==> config.mk <==
export PLATFORM = sky130hd
export DESIGN_NAME = turn_timer
export DESIGN_NICKNAME = d
export VERILOG_FILES = /design/src/rtl/go_timer_pkg.sv /design/src/rtl/sync_edge.sv /design/src/rtl/turn_timer.sv
export SDC_FILE = /design/constraint.sdc
export NUM_CORES = 1
export LEC_CHECK = 0
export ABC_AREA = 1
export CAP_MARGIN = 20
export CORE_MARGIN = 1.5
export CORE_UTILIZATION = 25
export DETAILED_ROUTE_END_ITERATION = 7
export SLEW_MARGIN = 15
export SYNTH_ARGS = -nofsm -noshare
export SYNTH_HDL_FRONTEND = slang
export SYNTH_HIERARCHICAL = 1
export SYNTH_SLANG_ARGS = --single-unit
==> constraint.sdc <==
create_clock -name clk -period 4.68 [get_ports clk]
set_clock_uncertainty 0.1 [all_clocks]
set_input_delay 1.404 -clock clk [delete_from_list [all_inputs] [get_ports clk]]
set_output_delay 1.404 -clock clk [all_outputs]
set_load 0.005 [all_outputs]
==> src/rtl/go_timer_pkg.sv <==
// rtl/go_timer_pkg.sv - shared state encodings, player constants and BCD helper for the move timer
package go_timer_pkg;

    typedef enum logic [1:0] {
        ST_IDLE    = 2'd0,
        ST_RUNNING = 2'd1,
        ST_PAUSED  = 2'd2,
        ST_TIMEOUT = 2'd3
    } state_t;

    localparam logic BLACK = 1'b0;
    localparam logic WHITE = 1'b1;

    // Minutes/seconds in plain decimal to {M1,M0,S1,S0}.
    function automatic logic [15:0] to_bcd(input int mm, input int ss);
        int m1;
        int m0;
        int s1;
        int s0;
        m1 = (mm / 10) % 10;
        m0 = mm % 10;
        s1 = (ss / 10) % 10;
        s0 = ss % 10;
        return {m1[3:0], m0[3:0], s1[3:0], s0[3:0]};
    endfunction

endpackage

==> src/rtl/sync_edge.sv <==
// rtl/sync_edge.sv - two-flop synchronizer with a rising-edge pulse from a third flop
module sync_edge (
    input  logic clk,
    input  logic rst_n,
    input  logic d_i,
    output logic level_o,
    output logic rise_o
);

    logic meta_q;
    logic sync_q;
    logic prev_q;

    always_ff @(posedge clk) begin
        if (!rst_n) begin
            meta_q <= 1'b0;
            sync_q <= 1'b0;
            prev_q <= 1'b0;
        end else begin
            meta_q <= d_i;
            sync_q <= meta_q;
            prev_q <= sync_q;
        end
    end

    assign level_o = sync_q;
    assign rise_o  = sync_q & ~prev_q;

endmodule

==> src/rtl/turn_timer.sv <==
// rtl/turn_timer.sv - per-move BCD countdown with player alternation, pause, warning and timeout
module turn_timer
    import go_timer_pkg::*;
#(
    parameter int LOAD_MM = 1,
    parameter int LOAD_SS = 0,
    parameter int WARN_SS = 10
) (
    input  logic        clk,
    input  logic        rst_n,
    input  logic        sec_level,
    input  logic        half_level,
    input  logic        start,
    input  logic        pause,
    input  logic        stone_placed,
    output logic        sec_rst,
    output logic        player,
    output logic [15:0] time_bcd,
    output logic [1:0]  state,
    output logic        warn,
    output logic        blink,
    output logic        timeout
);

    localparam logic [15:0] LOAD_BCD  = to_bcd(LOAD_MM, LOAD_SS);
    localparam logic        LOAD_ZERO = (LOAD_BCD == 16'h0000);
    localparam logic [6:0]  WARN_LIM  = 7'(WARN_SS);

    logic sec_sync_w;
    logic tick_w;
    logic half_sync_w;
    logic half_rise_w;
    logic unused_w;

    sync_edge u_sec_sync (
        .clk     (clk),
        .rst_n   (rst_n),
        .d_i     (sec_level),
        .level_o (sec_sync_w),
        .rise_o  (tick_w)
    );

    sync_edge u_half_sync (
        .clk     (clk),
        .rst_n   (rst_n),
        .d_i     (half_level),
        .level_o (half_sync_w),
        .rise_o  (half_rise_w)
    );

    assign unused_w = sec_sync_w ^ half_rise_w;

    state_t      state_q, state_d;
    logic        player_q, player_d;
    logic [15:0] time_q, time_d;
    logic        sec_rst_q, sec_rst_d;
    logic        timeout_q;

    // One-second BCD decrement with the S0 -> S1 -> M0 -> M1 borrow chain.
    logic [15:0] dec_w;
    logic [3:0]  m1_w, m0_w, s1_w, s0_w;

    always_comb begin
        {m1_w, m0_w, s1_w, s0_w} = time_q;
        if (s0_w != 4'd0) begin
            s0_w = s0_w - 4'd1;
        end else begin
            s0_w = 4'd9;
            if (s1_w != 4'd0) begin
                s1_w = s1_w - 4'd1;
            end else begin
                s1_w = 4'd5;
                if (m0_w != 4'd0) begin
                    m0_w = m0_w - 4'd1;
                end else begin
                    m0_w = 4'd9;
                    m1_w = m1_w - 4'd1;
                end
            end
        end
        dec_w = {m1_w, m0_w, s1_w, s0_w};
    end

    always_comb begin
        state_d   = state_q;
        player_d  = player_q;
        time_d    = time_q;
        sec_rst_d = 1'b0;
        if (start) begin
            state_d   = LOAD_ZERO ? ST_TIMEOUT : ST_RUNNING;
            player_d  = BLACK;
            time_d    = LOAD_BCD;
            sec_rst_d = 1'b1;
        end else begin
            case (state_q)
                ST_RUNNING: begin
                    if (stone_placed) begin
                        player_d  = ~player_q;
                        time_d    = LOAD_BCD;
                        sec_rst_d = 1'b1;
                    end else if (pause) begin
                        state_d = ST_PAUSED;
                    end else if (tick_w) begin
                        time_d = dec_w;
                        if (dec_w == 16'h0000) begin
                            state_d = ST_TIMEOUT;
                        end
                    end
                end
                ST_PAUSED: begin
                    // Resume restarts the generator so the partial second is dropped.
                    if (pause) begin
                        state_d   = ST_RUNNING;
                        sec_rst_d = 1'b1;
                    end
                end
                default: begin
                end
            endcase
        end
    end

    always_ff @(posedge clk) begin
        if (!rst_n) begin
            state_q   <= ST_IDLE;
            player_q  <= BLACK;
            time_q    <= LOAD_BCD;
            sec_rst_q <= 1'b0;
            timeout_q <= 1'b0;
        end else begin
            state_q   <= state_d;
            player_q  <= player_d;
            time_q    <= time_d;
            sec_rst_q <= sec_rst_d;
            timeout_q <= (state_d == ST_TIMEOUT);
        end
    end

    logic [6:0] ss_dec_w;

    assign ss_dec_w = ({3'b000, time_q[7:4]} * 7'd10) + {3'b000, time_q[3:0]};
    assign warn     = (state_q == ST_RUNNING) && (time_q[15:8] == 8'h00) && (ss_dec_w <= WARN_LIM);
    assign blink    = (warn || (state_q == ST_TIMEOUT)) ? half_sync_w : 1'b1;

    assign sec_rst  = sec_rst_q;
    assign player   = player_q;
    assign time_bcd = time_q;
    assign state    = state_q;
    assign timeout  = timeout_q;

endmodule
---- Word level (Yosys, flattened, before mapping) ----
Cells that the tools add are included.
cells by class
  $add $sub $neg .......................... 5
  bitwise gates (word level) .............. 4
  reductions and logical operators ........ 12
  order comparisons ....................... 1
  muxes and demuxes ....................... 24
  $mul .................................... 1
  equal/unequal tests ..................... 5
operator list
  operator               count
  $mux W16               3
  $mux W4                9
  $logic_not A16 Y1      1
  $sub A4 B1 Y4 const B  4
  $mux W2                6
  $reduce_bool A4 Y1     3
  $logic_not A8 Y1       1
  $add A7 B4 Y7          1
  $le A7 B4 Y1 const B   1
  $eq A2 B2 Y1 const B   3
  $mul A4 B3 Y6 const B  1
  $mux W1                4
  $pmux W2 S2            1
  $not A1 Y1             3
  $reduce_and A3 Y1      1
  $eq A2 B1 Y1 const B   1
  $logic_and A1 B1 Y1    2
  $ne A2 B1 Y1 const B   1
  $pmux W1 S2            1
  $reduce_and A2 Y1      1
  $reduce_bool A2 Y1     1
  $reduce_or A2 Y1       1
  $and A1 B1 Y1          1
  $logic_or A1 B1 Y1     1
storage, ports and cells
  word-level logic and storage cells ...... 62
  bits in registers ....................... 26
  output and inout bits ................... 23

---- Longest topological paths before layout ----
Gate-level depths: netlist (run 1).
  depth after elaboration ................. 12
  gate-level depth with buffers ........... 15

---- Hierarchy ----
The synthesis (run 1) kept the hierarchy.
modules (own cells, without submodules)
  module      instances  cells an instance  area each (um^2)
  turn_timer  1          229                1542.7
  sync_edge   2          11                 92.6

---- Worst setup path before layout (run 1) ----
Ideal clock, no wire load.
  path type ............................... register -> output
  start point ............................. register time_q[5] (netlist: time_bcd[5])
  end point ............................... output blink
  path buffers ............................ 0
  required time ........................... 3.176 ns
  cell stages (with the launch flop) ...... 9
  arrival ................................. 2.108 ns
  path slack .............................. 1.068 ns
  cells stage by stage .................... dfxtp_1 > ha_1 > ha_1 > fa_1 > inv_1 > nor3_1 > xor2_1 > nor4_1 > o21bai_1
between the ends
  word-level cells in the longest chain between the ends .. 6
RTL lines
  element                 RTL line           RTL
  from (decl)             turn_timer.sv:55   logic [15:0] time_q, time_d;
  from (signal assigned)  turn_timer.sv:133  time_q <= time_d;
  $mul A4 B3 Y6           turn_timer.sv:141  assign ss_dec_w = ({3'b000, time_q[7:4]} * 7'd10) + {3'b000, time_q[3:0]};
  $add A7 B4 Y7           turn_timer.sv:141
  $le A7 B4 Y1            turn_timer.sv:142  assign warn = (state_q == ST_RUNNING) && (time_q[15:8] == 8'h00) && (ss_dec_w <= WARN_LIM);
  $logic_and A1 B1 Y1     turn_timer.sv:142
  net warn                turn_timer.sv:20   output logic warn,
  $logic_or A1 B1 Y1      turn_timer.sv:143  assign blink = (warn || (state_q == ST_TIMEOUT)) ? half_sync_w : 1'b1;
  $mux W1                 turn_timer.sv:143
  to (decl)               turn_timer.sv:21   output logic blink,
The timed path passes the listed nets, and every way through them passes these cells.

---- Worst setup path after layout (run 1) ----
  start point ............................. register time_q[5] (netlist: time_bcd[5])
  end point ............................... output blink
between the ends
  word-level cells in the longest chain between the ends .. 6
RTL lines
  element              RTL line
  $mul A4 B3 Y6        turn_timer.sv:141
  $add A7 B4 Y7        turn_timer.sv:141
  $le A7 B4 Y1         turn_timer.sv:142
  $logic_and A1 B1 Y1  turn_timer.sv:142
  $logic_or A1 B1 Y1   turn_timer.sv:143
  $mux W1              turn_timer.sv:143
No other way between the ends.

==> impl_metrics.tcl, run 1 <==
set metrics [dict create \
    outcome "finished, final reports clean" \
    cts_max_level 1 \
    ant_nets 0 \
    cp.arrival_ps 2920 \
    numCtsBuffers 3 \
    r2r_slack_ps 2710 \
    grtUsageMet2_pct 20.6 \
    clk_pin_slew_worst_paths_ps 90 \
    routed_via_density 4.52 \
    final_nets 300 \
    antenna_found_initial 0 \
    min_period_ps 4430 \
    path_class "reg2out" \
    finalHoldViolCount 0 \
    r2r_cells 13 \
    finalPower_w 0.000438 \
    min_delay_worst_endpoint "u_sec_sync/level_o$_SDFF_PN0_" \
    initial_core_util_pct 26.2 \
    grt_max_degree 17 \
    io_buffer_count 29 \
    worst-slew-pin-transition_ps 532 \
    whs_path_depth 2 \
    diodes 0 \
    die_x_um 85.2 \
    rr_endpoint "timeout$_SDFF_PN0_" \
    setup_viol_count_final 0 \
    place_congestion 0.815 \
    wl_um 3950 \
    ir_drop_mv 0.172 \
    grt_pass1_wl_um 7050 \
    wl_per_cell_um 11.1 \
    fin_crit_sh_pct 94.6 \
    powerDensity_nw_per_um2 204 \
    drv_cap 0 \
    drt_iter0_markers 85 \
    relSlewSlack_pct 64.5 \
    drtPass1Iterations 4 \
    cp_max_fo 7 \
    required_ps 3180 \
    crit_path_start_kind "flip-flop" \
    cts-root-buf "clkbuf_8" \
    ys.warnings.count 6 \
    syn_to_final_growth_pct 27.1 \
    grt_pass1_vias 1522 \
    insertion_delay_ps 280 \
    p_leak_nw 0.961 \
    drv_slew 0 \
    largest_register_ff_count 16 \
    die_area_um2 7260 \
    r2r_start "time_bcd[4]$_SDFFE_PP0P_" \
    grt_overflow 0 \
    rsz0062_at_grt "no" \
    cts.sinks 26 \
    dp_hpwl_um 3060 \
    core_area_um2 6460 \
    netlist_instances 246 \
    io_pins 30 \
    syn_nets 266 \
    post-cts-setup-buffers 0 \
    cts_buffer_depth 2 \
    grtUsageMet1_pct 15.1 \
    use_met3_pct 2.72 \
    fmax_mhz 226 \
    fin_tns_setup_ps 0 \
    dr_total_vias 1608 \
    rows 29 \
    hold_class "reg2reg" \
    busiest_layer "met2" \
    worstHoldStart "u_sec_sync/meta_q$_SDFF_PN0_" \
    syn-cell-area_um2 1690 \
    end_kind "primary output" \
    synth_area_per_cell_um2 6.87 \
    drive_above_1_share_pct 11.5 \
    grt_usage_pct 11.7 \
    drc_errors 0 \
    cts_tree "done" \
    die_y_um 85.2 \
]
## how the worst max path moves through the flow
stage / slack, ps / cells after the start / to / startpoint
after floorplan: 1070 / 8 / blink / time_bcd[5]$_SDFFE_PP0P_
after global placement: 550 / 8 / warn / time_bcd[5]$_SDFFE_PP0P_
after detailed placement: 430 / 8 / warn / time_bcd[5]$_SDFFE_PP0P_
after CTS: 120 / 8 / warn / time_bcd[5]$_SDFFE_PP0P_
after global routing: 100 / 9 / blink / time_bcd[5]$_SDFFE_PP0P_
final: 250 / 9 / blink / time_bcd[5]$_SDFFE_PP0P_
## final cells by class
class | count | area (um^2)
clock buffer | 4 | 55.1
sequential | 26 | 520
fill | 692 | 4310
tap | 77 | 96.3
timing repair buffer | 32 | 313
inverter | 42 | 158
multi-input combinational | 175 | 1010
## cells in the final DEF (no fill, tap or decap), types with 2 or more instances in the layout
cell and instances:
nor2_1 17, nand2_1 60, inv_1 36, o21ai_1 8
inv_2 6, dfxtp_1 26, nand2_2 7, nor2_4 3
clkdlybuf4s50_1 29, buf_4 3, nor2_2 4, ha_1 11
nand2_4 2, nand3_1 12, a211oi_1 2, nor3_1 3
clkbuf_8 4, xor2_1 6, o21ai_0 5, a21oi_1 21
fa_1 2, nand4_1 4
## where the power goes
part	internal, W	switching [W]	leakage, nW
Clock	0.0000754	0.0000745	0.0288
Combinational	0.0000245	0.0000332	0.721
Sequential	0.000226	0.00000432	0.211
Total	0.000326	0.000112	0.961
## what timing repair did
item,4_1_cts,5_1_grt
hold buffers,0,0
setup endpoints to repair,0,2
gates resized for setup,0,1
## per-layer routing
layer  up-vias  share of wire [%]  wire [um]
met5         -                  0          0
li1        853                  -          -
met2        37                 48       1880
met4         0               0.48         19
met1       714                 47       1860
met3         4                4.7        187
## per-stage QoR
step                      hold WS (ps)  cells  setup slack (ps)  instance area [um^2]  utilization (%)
after floorplan                    286    246              1070                  1690                -
after global placement             288    352               548                  2090             32.3
after detailed placement           298    352               428                  2090             32.3
after CTS                          314    356               119                  2140             33.2
after global routing               335    356               101                  2150             33.3
final                              311    356               255                  2150             33.3
## worst max-delay path, stage by stage, from the launching register on
cell	delay (ps)
dfxtp_1	470
ha_1	280
ha_1	210
fa_1	480
inv_1	60
nor3_1	220
xor2_1	210
nor4_2	70
o21bai_1	130
clkdlybuf4s50_1	520
No activity file was read; power rests on OpenSTA's default activity.
==> run 2: changes to the inputs <==
==> constraint.sdc (replaced) <==
create_clock -name clk -period 4.68 [get_ports clk]
set_clock_uncertainty 0.1 [all_clocks]
set_input_delay 1.404 -clock clk [delete_from_list [all_inputs] [get_ports clk]]
set_output_delay 1.404 -clock clk [all_outputs]
set_load 0.05 [all_outputs]
==> impl_metrics.tcl, run 2 (synthesized netlist as in run 1, its figures left out) <==
set metrics [dict create \
    outcome "finished, violations left" \
    violations "design-rule violations" \
    ir_drop_mv 0.110 \
    grt_max_degree 18 \
    syn_to_final_growth_pct 27.8 \
    crit_path_start_kind "flip-flop" \
    fmax_mhz 241 \
    worst-slew-pin-transition_ps 521 \
    end_kind "primary output" \
    grt_usage_pct 11.5 \
    hold_buffers 0 \
    die_y_um 85.2 \
    path_class "reg2out" \
    power.switching_w 0.000124 \
    cts.sinks 26 \
    crit_chain "ha_1 > ha_1 > fa_1 > inv_1 > nor3_1 > xor2_1 > nor4_4 > o21bai_1 > buf_4" \
    grt_pass1_wl_um 6870 \
    crit_top_cell "ha_1" \
    die_area_um2 7260 \
    cts_buffer_depth 2 \
    r2r_cells 10 \
    required_ps 3180 \
    initial_core_util_pct 26.2 \
    p_leak_nw 0.965 \
    numCtsBuffers 3 \
    final_nets 299 \
    fin_crit_sh_pct 88.7 \
    insertion_delay_ps 270 \
    cts-root-buf "clkbuf_8" \
    p_seq_share_pct 47.1 \
    slowest_stage "dfxtp_1" \
    finalHoldViolCount 0 \
    wl_per_cell_um 11.1 \
    min_period_ps 4150 \
    powerDensity_nw_per_um2 226 \
    largest_register_ff_count 16 \
    relSlewSlack_pct 65.2 \
    rr_endpoint "time_bcd[3]$_SDFFE_PP0P_" \
    finalPower_w 0.000489 \
    io_buffer_count 29 \
    post-cts-setup-buffers 0 \
    layout_commonest_cell "nand2_1" \
    cts_tree "done" \
    hold_class "reg2reg" \
    crit_start "time_bcd[5]$_SDFFE_PP0P_" \
    die_x_um 85.2 \
    endpoint "blink" \
    dr_total_vias 1585 \
    grt_overflow 0 \
    dp_hpwl_um 3130 \
    comb_power_share_pct 14.1 \
    setup_viol_count_final 0 \
    place_congestion 0.828 \
    r2r_start "state[0]$_SDFF_PN0_" \
    cp.arrival_ps 2650 \
    cts_max_level 1 \
    antenna_found_initial 0 \
    mostFrequentLayoutCells "nand2_1 (60), inv_1 (36), clkdlybuf4s50_1 (27)" \
    cts.repair.resized 0 \
    drtPass1Iterations 6 \
    intPower_w 0.000365 \
    drt_iter0_markers 81 \
    grt_pass1_vias 1530 \
    rows 29 \
    crit_path_max_incr_delay_ps 480 \
    rsz0062_at_grt "no" \
    clkPwrFrac_pct 38.8 \
    sw_frac_of_total_pct 25.4 \
    drive_above_1_share_pct 11.9 \
    fin_tns_setup_ps 0 \
    core_area_um2 6460 \
    drc_errors 1 \
    io_pins 30 \
    drv_slew 0 \
    wl_um 3940 \
    drv_cap 0 \
    cp_max_fo 7 \
    diodes 0 \
    clk_pin_slew_worst_paths_ps 90 \
    nFillCells 711 \
    routed_via_density 4.46 \
    r2r_slack_ps 2480 \
    ant_nets 0 \
]
## run 2: changes by cell type in the layout (fill, tap and decap cells not counted)
cell	before	now
nor4_4	0	1
nor4_2	1	0
clkdlybuf4s50_1	29	27
bufinv_16	0	1
buf_4	3	4
clkbuf_8	4	3
## run 2: critical path, delay by kind of cell (launching register included)
kind	cells	cell delay, ps
fa+ha+maj	3	970
flops	1	480
buf+inv	2	270
simple gates	2	260
xor+xnor	1	260
compound gates	1	130
## run 2: final cells by class
type / instances / area [um^2] / share of cell area (%)
timing repair buffer: 31 / 300 / 13.9
clock buffer: 3 / 41.3 / 1.91
inverter: 42 / 158 / 7.30
sequential: 26 / 520 / 24.1
multi-input combinational: 175 / 1010 / 47.0
tap: 77 / 96.3 / 4.46
clock inverter: 1 / 30.0 / 1.39
## run 2: metrics by stage
stage | setup slack [ps] | instance area (um^2) | cells | hold slack, ps | util, %
after floorplan | 21.8 | 1710 | 246 | 286 | -
after global placement | 886 | 2090 | 351 | 298 | 32.4
after detailed placement | 821 | 2090 | 351 | 293 | 32.4
after CTS | 502 | 2160 | 355 | 312 | 33.5
after global routing | 355 | 2160 | 355 | 327 | 33.5
final | 527 | 2160 | 355 | 312 | 33.5
## run 2: worst min path at each step
stage | start | to | slack, ps | cells past startpoint
3_5_place_dp | u_half_sync/meta_q$_SDFF_PN0_ | u_half_sync/level_o$_SDFF_PN0_ | 290 | 2
3_3_place_gp | u_half_sync/meta_q$_SDFF_PN0_ | u_half_sync/level_o$_SDFF_PN0_ | 300 | 2
6_report | u_half_sync/meta_q$_SDFF_PN0_ | u_half_sync/level_o$_SDFF_PN0_ | 310 | 2
2_1_floorplan | u_half_sync/meta_q$_SDFF_PN0_ | u_half_sync/level_o$_SDFF_PN0_ | 290 | 2
4_1_cts | u_half_sync/meta_q$_SDFF_PN0_ | u_half_sync/level_o$_SDFF_PN0_ | 310 | 2
5_1_grt | u_sec_sync/meta_q$_SDFF_PN0_ | u_sec_sync/level_o$_SDFF_PN0_ | 330 | 2
## run 2: routing by layer
| metal | wire length (um) | up-vias | global-route usage (%) | share of wire [%] |
|---|---|---|---|---|
| met5 | 0 | - | 0 | 0 |
| met4 | 48 | 0 | 2.98 | 1.2 |
| met3 | 148 | 4 | 2.14 | 3.8 |
| met2 | 1900 | 25 | 20.0 | 48 |
| met1 | 1840 | 710 | 14.7 | 47 |
| li1 | - | 846 | - | - |
## run 2: power groups by stage
stage	logic (W)	clock network, W	registers, W
2_1_floorplan	0.0000356	0	0.000246
3_3_place_gp	0.0000691	0	0.000236
3_5_place_dp	0.0000693	0	0.000236
4_1_cts	0.0000695	0.000196	0.000231
5_1_grt	0.0000766	0.000205	0.000231
6_report	0.0000688	0.000190	0.000230
==> run 3: changes to the inputs <==
==> constraint.sdc (replaced) <==
create_clock -name clk -period 5.3 [get_ports clk]
set_clock_uncertainty 0.1 [all_clocks]
set_input_delay 1.59 -clock clk [delete_from_list [all_inputs] [get_ports clk]]
set_output_delay 1.59 -clock clk [all_outputs]
set_load 0.05 [all_outputs]
==> impl_metrics.tcl, run 3 (synthesized netlist as in run 1, its figures left out) <==
set metrics [dict create \
    outcome "finished, violations left" \
    violations "design-rule violations" \
    insertion_delay_ps 280 \
    final_cells 355 \
    grt_overflow 0 \
    largest_register_ff_count 16 \
    die_x_um 85.2 \
    drv_cap 0 \
    finalPower_w 0.000435 \
    hold_buffers 0 \
    rows 29 \
    drt_iter0_markers 66 \
    syn_to_final_growth_pct 27.6 \
    fmax_mhz 204 \
    numCtsBuffers 3 \
    cp.arrival_ps 3220 \
    slowest_stage "clkdlybuf4s50_1" \
    clk_pin_slew_worst_paths_ps 100 \
    routed_via_density 4.33 \
    design_area_um2 2160 \
    crit_path_start_kind "flip-flop" \
    drc_errors 2 \
    final_nets 299 \
    post-cts-setup-buffers 0 \
    grt_pass1_wl_um 6800 \
    setup_viol_count_final 0 \
    mostFrequentLayoutCells "nand2_1 (60), inv_1 (36), clkdlybuf4s50_1 (29)" \
    min_period_ps 4910 \
    grt_usage_pct 11.6 \
    finalHoldViolCount 0 \
    worst-slew-pin-transition_ps 518 \
    place_congestion 0.774 \
    io_buffer_count 29 \
    die_area_um2 7260 \
    powerDensity_nw_per_um2 202 \
    wl_per_cell_um 11.2 \
    cp_max_fo 6 \
    place_inst 351 \
    hold_class "reg2reg" \
    die_y_um 85.2 \
    place_area_um2 2090 \
    grt_pass1_vias 1465 \
    drive_above_1_share_pct 11.2 \
    ir_drop_mv 0.116 \
    io_pins 30 \
    cp_top_family "adder cells" \
    cts_tree "done" \
    cp_num_buf_inv 2 \
    antenna_found_initial 0 \
    crit_chain "ha_1 > ha_1 > fa_1 > inv_1 > nor3_1 > xor2_1 > nor4_2 > o21bai_1 > clkdlybuf4s50_1" \
    diodes 0 \
    required_ps 3610 \
    core_area_um2 6460 \
    wl_um 3990 \
    fin_crit_sh_pct 92.6 \
    cts_buffer_depth 2 \
    final_core_util_pct 33.4 \
    r2r_cells 11 \
    cts-root-buf "clkbuf_8" \
    cts_max_level 1 \
    p_leak_nw 0.963 \
    drv_slew 0 \
    drtPass1Iterations 6 \
    crit_top_cell "ha_1" \
    cts.sinks 26 \
    crit_path_max_incr_delay_ps 820 \
    crit_cells 9 \
    path_class "reg2out" \
    rsz0062_at_grt "no" \
    dr_total_vias 1537 \
    ant_nets 0 \
    end_kind "primary output" \
    grt_max_degree 18 \
    fin_tns_setup_ps 0 \
    initial_core_util_pct 26.2 \
    whs_path_depth 2 \
    cts.repair.resized 0 \
    relSlewSlack_pct 65.3 \
    layout_commonest_cell "nand2_1" \
    dp_hpwl_um 3060 \
]
-- run 3: changes by cell type in the layout (fill, tap and decap cells not counted), sizes merged --
cell and change:
clkdlybuf4s50 +2, buf -2
-- run 3: final cells by class --
| cell class | instances | area, um^2 |
|---|---|---|
| fill | 693 | 4300 |
| inverter | 42 | 158 |
| sequential | 26 | 520 |
| timing repair buffer | 31 | 305 |
| clock buffer | 3 | 41.3 |
| multi-input combinational | 175 | 1010 |
| tap | 77 | 96.3 |
| clock inverter | 1 | 30.0 |
-- run 3: per-stage QoR --
step / worst slack, ps / hold slack, ps
floorplan: 52.4 / 286
global placement: 812 / 288
detailed placement: 707 / 298
CTS: 368 / 316
global route: 257 / 344
finish: 392 / 314
-- run 3: worst paths after layout --
kind                                    end  slack, ps                           from
min reg2reg  u_half_sync/level_o$_SDFF_PN0_        310  u_half_sync/meta_q$_SDFF_PN0_
max reg2reg        time_bcd[3]$_SDFFE_PP0P_       3000            state[0]$_SDFF_PN0_
max                                   blink        390       time_bcd[7]$_SDFFE_PP0P_
min          u_half_sync/level_o$_SDFF_PN0_        310  u_half_sync/meta_q$_SDFF_PN0_
-- run 3: layer usage --
layer  vias to the layer above  routed length (um)  track usage [%]
met5                         -                   0                0
met3                         5                 158             2.24
met1                       667                1960             15.3
li1                        844                   -                -
met4                         0                  48             3.58
met2                        21                1820             19.2
-- run 3: power breakdown --
part / switching [W] / total (W) / internal, W / leakage [nW]
Sequential: 0.00000382 / 0.000204 / 0.000200 / 0.211
Clock: 0.0000693 / 0.000170 / 0.000101 / 0.0357
Combinational: 0.0000398 / 0.0000611 / 0.0000213 / 0.716
-- run 3: worst register-to-register path, stage by stage (launching register included) --
cell and delay (ps):
dfxtp_1 450, ha_1 220, inv_1 80, a21oi_2 130, o21ai_1 80, buf_4 200
nor2_1 330, buf_4 240, inv_2 80, a21oi_1 120, o21ai_1 70, a21oi_1 150
